**src/rtl/issue_scoreboard_if.sv**
```systemverilog
// Handshake bundle between the instruction buffer, the issue scoreboard and
// dispatch, plus the writeback release channel.
interface issue_scoreboard_if #(
   parameter int NW_BITS  = 2,
   parameter int NR_BITS  = 6,
   parameter int NUM_REGS = 64
) ();
   logic                ibuf_valid;
   logic [NW_BITS-1:0]  ibuf_wid;
   logic                ibuf_wb;
   logic [NR_BITS-1:0]  ibuf_rd;
   logic [NUM_REGS-1:0] ibuf_used_regs;
   logic                ibuf_ready;
   logic                issue_valid;
   logic                issue_ready;
   logic                wb_valid;
   logic [NW_BITS-1:0]  wb_wid;
   logic [NR_BITS-1:0]  wb_rd;
   logic                wb_eop;

   modport master (
      output ibuf_valid, ibuf_wid, ibuf_wb, ibuf_rd, ibuf_used_regs,
      output issue_ready, wb_valid, wb_wid, wb_rd, wb_eop,
      input  ibuf_ready, issue_valid
   );

   modport slave (
      input  ibuf_valid, ibuf_wid, ibuf_wb, ibuf_rd, ibuf_used_regs,
      input  issue_ready, wb_valid, wb_wid, wb_rd, wb_eop,
      output ibuf_ready, issue_valid
   );
endinterface

```
**src/rtl/issue_scoreboard.sv**
```systemverilog
// Per-warp register hazard gate between the instruction buffer and dispatch.
// Optional stall watchdog is built only when SCOREBOARD_WATCHDOG_EN is defined.
module issue_scoreboard #(
   parameter int NUM_WARPS = 4,
   parameter int NW_BITS   = 2,
   parameter int NUM_REGS  = 64,
   parameter int NR_BITS   = 6,
   parameter int TIMEOUT   = 10000
) (
   input  logic            clk,
   input  logic            reset,
   issue_scoreboard_if.slave sb,
   output logic            stall_timeout
);

   logic [NUM_REGS-1:0] inuse [NUM_WARPS];
   logic                conflict;
   logic                fire;

   if (NW_BITS != $clog2(NUM_WARPS) || (1 << NR_BITS) < NUM_REGS || TIMEOUT < 1) begin : g_bad_params
      $error("issue_scoreboard: inconsistent parameters");
   end

   assign conflict       = |(sb.ibuf_used_regs & inuse[sb.ibuf_wid]);
   assign sb.issue_valid = sb.ibuf_valid && !conflict && !reset;
   assign sb.ibuf_ready  = sb.issue_ready && !conflict && !reset;
   assign fire           = sb.ibuf_valid && sb.ibuf_ready;

   // Release is written before set so a same-warp, same-register collision
   // leaves the bit busy; x0 is never tracked.
   always_ff @(posedge clk) begin
      if (reset) begin
         for (int w = 0; w < NUM_WARPS; w++) begin
            inuse[w] <= '0;
         end
      end else begin
         if (sb.wb_valid && sb.wb_eop) begin
            inuse[sb.wb_wid][sb.wb_rd] <= 1'b0;
         end
         if (fire && sb.ibuf_wb && (sb.ibuf_rd != '0)) begin
            inuse[sb.ibuf_wid][sb.ibuf_rd] <= 1'b1;
         end
      end
   end

`ifdef SCOREBOARD_WATCHDOG_EN
   logic [31:0] stall_count;
   logic        timeout_flag;
   logic        count_hit;

   assign count_hit = (stall_count == 32'(TIMEOUT));

   always_ff @(posedge clk) begin
      if (reset) begin
         stall_count  <= '0;
         timeout_flag <= 1'b0;
      end else begin
         if (sb.ibuf_valid && conflict) begin
            if (stall_count != '1) begin
               stall_count <= stall_count + 32'd1;
            end
         end else begin
            stall_count <= '0;
         end
         if (count_hit) begin
            timeout_flag <= 1'b1;
         end
      end
   end

   // Visible as soon as the count reaches the threshold, then held by the flag.
   assign stall_timeout = !reset && (timeout_flag || count_hit);

`ifndef SYNTHESIS
   always_ff @(posedge clk) begin
      if (!reset && !timeout_flag && count_hit) begin
         $error("issue_scoreboard: stall timeout wid=%0d inuse=%h",
                sb.ibuf_wid, inuse[sb.ibuf_wid]);
      end
   end
`endif
`else
   assign stall_timeout = 1'b0;
`endif

endmodule

```
**src/flat_wrapper.sv**
```systemverilog
// flat-port wrapper written by rule: the top's interface ports become plain ports
module issue_scoreboard_flat 
#(
   parameter int NUM_WARPS = 4,
   parameter int NW_BITS   = 2,
   parameter int NUM_REGS  = 64,
   parameter int NR_BITS   = 6,
   parameter int TIMEOUT   = 10000
)
  (clk, reset, stall_timeout, sb_ibuf_valid, sb_ibuf_wid, sb_ibuf_wb, sb_ibuf_rd, sb_ibuf_used_regs, sb_issue_ready, sb_wb_valid, sb_wb_wid, sb_wb_rd, sb_wb_eop, sb_ibuf_ready, sb_issue_valid);
  issue_scoreboard_if #(.NW_BITS(NW_BITS), .NR_BITS(NR_BITS), .NUM_REGS(NUM_REGS)) sb_i ();
  input  logic clk;
  input  logic reset;
  output logic stall_timeout;
  input wire logic [$bits(sb_i.ibuf_valid)-1:0] sb_ibuf_valid;
  input wire logic [$bits(sb_i.ibuf_wid)-1:0] sb_ibuf_wid;
  input wire logic [$bits(sb_i.ibuf_wb)-1:0] sb_ibuf_wb;
  input wire logic [$bits(sb_i.ibuf_rd)-1:0] sb_ibuf_rd;
  input wire logic [$bits(sb_i.ibuf_used_regs)-1:0] sb_ibuf_used_regs;
  input wire logic [$bits(sb_i.issue_ready)-1:0] sb_issue_ready;
  input wire logic [$bits(sb_i.wb_valid)-1:0] sb_wb_valid;
  input wire logic [$bits(sb_i.wb_wid)-1:0] sb_wb_wid;
  input wire logic [$bits(sb_i.wb_rd)-1:0] sb_wb_rd;
  input wire logic [$bits(sb_i.wb_eop)-1:0] sb_wb_eop;
  output wire logic [$bits(sb_i.ibuf_ready)-1:0] sb_ibuf_ready;
  output wire logic [$bits(sb_i.issue_valid)-1:0] sb_issue_valid;
  assign sb_i.ibuf_valid = sb_ibuf_valid;
  assign sb_i.ibuf_wid = sb_ibuf_wid;
  assign sb_i.ibuf_wb = sb_ibuf_wb;
  assign sb_i.ibuf_rd = sb_ibuf_rd;
  assign sb_i.ibuf_used_regs = sb_ibuf_used_regs;
  assign sb_i.issue_ready = sb_issue_ready;
  assign sb_i.wb_valid = sb_wb_valid;
  assign sb_i.wb_wid = sb_wb_wid;
  assign sb_i.wb_rd = sb_wb_rd;
  assign sb_i.wb_eop = sb_wb_eop;
  assign sb_ibuf_ready = sb_i.ibuf_ready;
  assign sb_issue_valid = sb_i.issue_valid;
  issue_scoreboard #(.NUM_WARPS(NUM_WARPS), .NW_BITS(NW_BITS), .NUM_REGS(NUM_REGS), .NR_BITS(NR_BITS), .TIMEOUT(TIMEOUT)) u_core (.clk(clk), .reset(reset), .sb(sb_i), .stall_timeout(stall_timeout));
endmodule
```
**config.mk**
```make
export PLATFORM = sky130hd
export DESIGN_NAME = issue_scoreboard_flat
export DESIGN_NICKNAME = d
export VERILOG_FILES = /design/src/rtl/issue_scoreboard_if.sv /design/src/rtl/issue_scoreboard.sv /design/src/flat_wrapper.sv
export SDC_FILE = /design/constraint.sdc
export NUM_CORES = 1
export LEC_CHECK = 0
export CAP_MARGIN = 20
export CORE_MARGIN = 3
export CORE_UTILIZATION = 50
export DETAILED_ROUTE_END_ITERATION = 12
export DONT_BUFFER_PORTS = 1
export HOLD_SLACK_MARGIN = 0.06
export PLACE_DENSITY_LB_ADDON = 0.12
export SETUP_SLACK_MARGIN = 0.1
export SLEW_MARGIN = 20
export SYNTH_ARGS = -nofsm -noshare
export SYNTH_HDL_FRONTEND = slang
export SYNTH_SLANG_ARGS = --single-unit
```
**constraint.sdc**
```tcl
create_clock -name clk -period 6.1 [get_ports clk]
set_clock_uncertainty 0.15 [all_clocks]
set_input_delay 1.525 -clock clk [delete_from_list [all_inputs] [get_ports clk]]
set_output_delay 1.525 -clock clk [all_outputs]
set_load 0.01 [all_outputs]
```
==> impl_metrics.csv, run 1 <==
group,metric,value,unit
cells_and_area,largest_register_ff_count,256,
clock_tree,clockBufferDepth,3,
hold_path,worst_hold_startpoint,"u_core.inuse[3][0]",
synthesis,syn-num-nets,2235,
sta,drv_slew,0,
power_and_ir_drop,p_per_area,233.1,mW/mm^2
clock_tree,worstSkewPairLatency,570,ps
cells_and_area,top_regs,"u_core.inuse (256)",
synthesis,synthCells,2148,
critical_path,critPathMaxFanout,116,
clock_tree,cts_made_buffers,30,
hold_path,hold_depth,1,
critical_path,criticalPathCategory,"in2out",
critical_path,cp-start-kind,"input pin",
floorplanning,die-width,185.1,um
power_and_ir_drop,total_leakage_power,4.996,nW
clock_tree,clk_pin_slew,60,ps
sta,max_freq,180.1,MHz
clock_tree,h-tree-depth,1,
routing,drtIter0Drc,2396,
routing,num_vias,16960,
synthesis,yosysTopAreaCell,"dfxtp_1",
critical_path,cp.arrival,3880,ps
run,drv_cap,0,
synthesis,synth.ff_latch_count,256,
place,port_buffers,0,
synthesis,synthTopCellsByArea,"dfxtp_1 32%, o21ai_0 13%, nand4_1 9.9%",
critical_path,r2r-start,"u_core.inuse[0][52]",
floorplanning,start_util,0.5164,
synthesis,synth_area,0.01605,mm^2
cells_and_area,regMostFlops,"u_core.inuse",
synthesis,yosys.area.top_type_share,0.3194,
sta,setup_viol,0,
sta,finalHoldViolations,0,
grt,grt_pass1_wl,98990,um
power_and_ir_drop,max-vdd-ir-drop,0.2235,mV
critical_path,required,4430,ps
cells_and_area,drive_gt1_frac,0.08020,
sta,finalCritPeriodShare,0.9100,
routing,antenna_left,0,
routing,wl_per_cell,27.63,um
routing,wirelength,65540,um
clock_tree,cts_root_buffer,"clkbuf_16",
sta,whs,291.0,ps
sta,fin_crit,5551,ps
synthesis,synth.most_common_cell,"o21ai_0",
grt,gr-total-overflow,0,
sta,max_slew_margin,0.1819,
outcome,status,"finished, final reports clean",
hold_path,hold_path_class,"reg2reg",
sta,worst_pin_slew,1221,ps
routing,first_pass_iters,5,
grt,grt_pass1_vias,15690,
cells_and_area,syn_to_final_growth,4.562,%
floorplanning,die_height,185.1,um
place,gp_congestion,0.9692,
clock_tree,tritoncts,"yes",
synthesis,syn_avg_cell_area,7.470,um^2
sta,rsz0062_at_grt,"false",
grt,grt.total_usage,0.3691,
clock_tree,hold_buffers,0,
critical_path,crit_start,"sb_ibuf_wid[1]",
clock_tree,cts_resized,0,
critical_path,reg2reg_depth,8,
floorplanning,coreArea,0.03107,mm^2
grt,antenna_found_initial,5,
critical_path,crit_path_end_kind,"output port",
synthesis,ys.flop_type,"dfxtp_1",
clock_tree,post_cts_buffers,0,
synthesis,synthTopCellsByCount,"403 x o21ai_0, 261 x nor3_1, 256 x dfxtp_1, 253 x nand4_1, 195 x nor2b_1",
synthesis,async_flop_share,0,
sta,setup_tns,0,ps
grt,grt_max_degree,261,
synthesis,ys_types,50,
place,place_hpwl,38320,um
synthesis,yosysSeqAreaShare,0.3194,
floorplanning,die-area,0.03428,mm^2
routing,via_per_inst,7.149,
synthesis,yosys_warnings,0,
routing,drc,0,
cells_and_area,design.final.nets,2033,
cells_and_area,fillers,3098,
floorplanning,core.rowCount,64,
floorplanning,ios,90,
synthesis,synth_edf_count,0,
clock_tree,cts.sinks,256,
layout make-up:
type	instances	area, um^2	area share
clock buffer	40	869.6	0.05183
clock inverter	16	205.2	0.01223
sequential	256	5125	0.3055
multi-input combinational	1615	9747	0.5810
antenna	6	15.01	0.0008949
inverter	14	52.55	0.003132
timing repair buffer	29	267.8	0.01596
tap	396	495.5	0.02953
critical path, cell delays in order:
cell and delay [ps]:
mux2_1 390, a222oi_1 560, a31oi_1 170, nor4_1 290, o211ai_1 350, nor3_1 310, buf_4 160
stage by stage:
stage	setup slack, ps	utilization	power [W]	area, um^2	cells
detailed placement	758.6	0.5046	0.001963	15680	2310
global placement	777.8	0.5046	0.001963	15680	2310
global route	582.8	0.5397	0.003994	16770	2369
finish	548.9	0.5400	0.003910	16780	2372
floorplan	364.8	-	0.001940	16050	2148
CTS	777.3	0.5392	0.003909	16750	2366
worst paths after layout:
path,slack (ps),to
max reg2reg,2490,u_core.inuse[0][13]
min,290,u_core.inuse[3][0]
max,550,sb_issue_valid
min reg2reg,290,u_core.inuse[3][0]
kinds of logic (layout without fill, tap and decap cells):
logic type / count (synthesis) / after routing / synth area share
and+or+nand+nor: 874 / 874 / 0.3075
other: 1 / 7 / 0.0002337
DFF: 256 / 256 / 0.3194
buffers and inverters: 277 / 99 / 0.07891
AOI/OAI and AO/OA: 632 / 632 / 0.2080
muxes: 108 / 108 / 0.08593
layout by cell type (no fill, tap or decap), types with 5 or more instances in the layout:
| cell | synthesis | final |
|---|---|---|
| a22oi_1 | 18 | 18 |
| and3_1 | 6 | 6 |
| bufinv_16 | 0 | 5 |
| mux4_2 | 20 | 20 |
| mux2_2 | 37 | 37 |
| nand2b_1 | 15 | 13 |
| nor2b_1 | 195 | 195 |
| nor3_1 | 261 | 258 |
| inv_1 | 13 | 13 |
| o21ai_1 | 101 | 101 |
| mux2i_1 | 50 | 50 |
| buf_4 | 20 | 25 |
| dfxtp_1 | 256 | 256 |
| nor2_1 | 14 | 14 |
| a21oi_1 | 72 | 71 |
| clkbuf_8 | 0 | 6 |
| o21ai_0 | 403 | 403 |
| clkinv_2 | 0 | 11 |
| o32ai_1 | 20 | 20 |
| nand2_1 | 91 | 89 |
| clkbuf_16 | 0 | 31 |
| diode_2 | 0 | 6 |
| and3b_1 | 5 | 5 |
| nor4_1 | 6 | 6 |
| nor3b_1 | 14 | 10 |
| nand4_1 | 253 | 253 |
layer usage:
metal  GRT usage  share of wire  vias up
met3     0.07581           0.11      215
met5           0        0.00024        -
met1      0.4933           0.39     8132
met2      0.5652           0.44     1054
li1            -              -     7555
met4      0.1897          0.059        2
where the power goes:
group / switching, W / internal (W) / total (W)
Combinational: 0.000217 / 0.0000489 / 0.000266
Sequential: 0.000000226 / 0.00167 / 0.00167
Clock: 0.000767 / 0.00121 / 0.00197
No activity file was read; power rests on OpenSTA's default activity.
==> run 2, diff against run 1 <==
- CTS_CLUSTER_SIZE: not set -> 30
==> results of run 2 <==
Same layout as run 1: the final DEF is identical, and so are final timing and power.
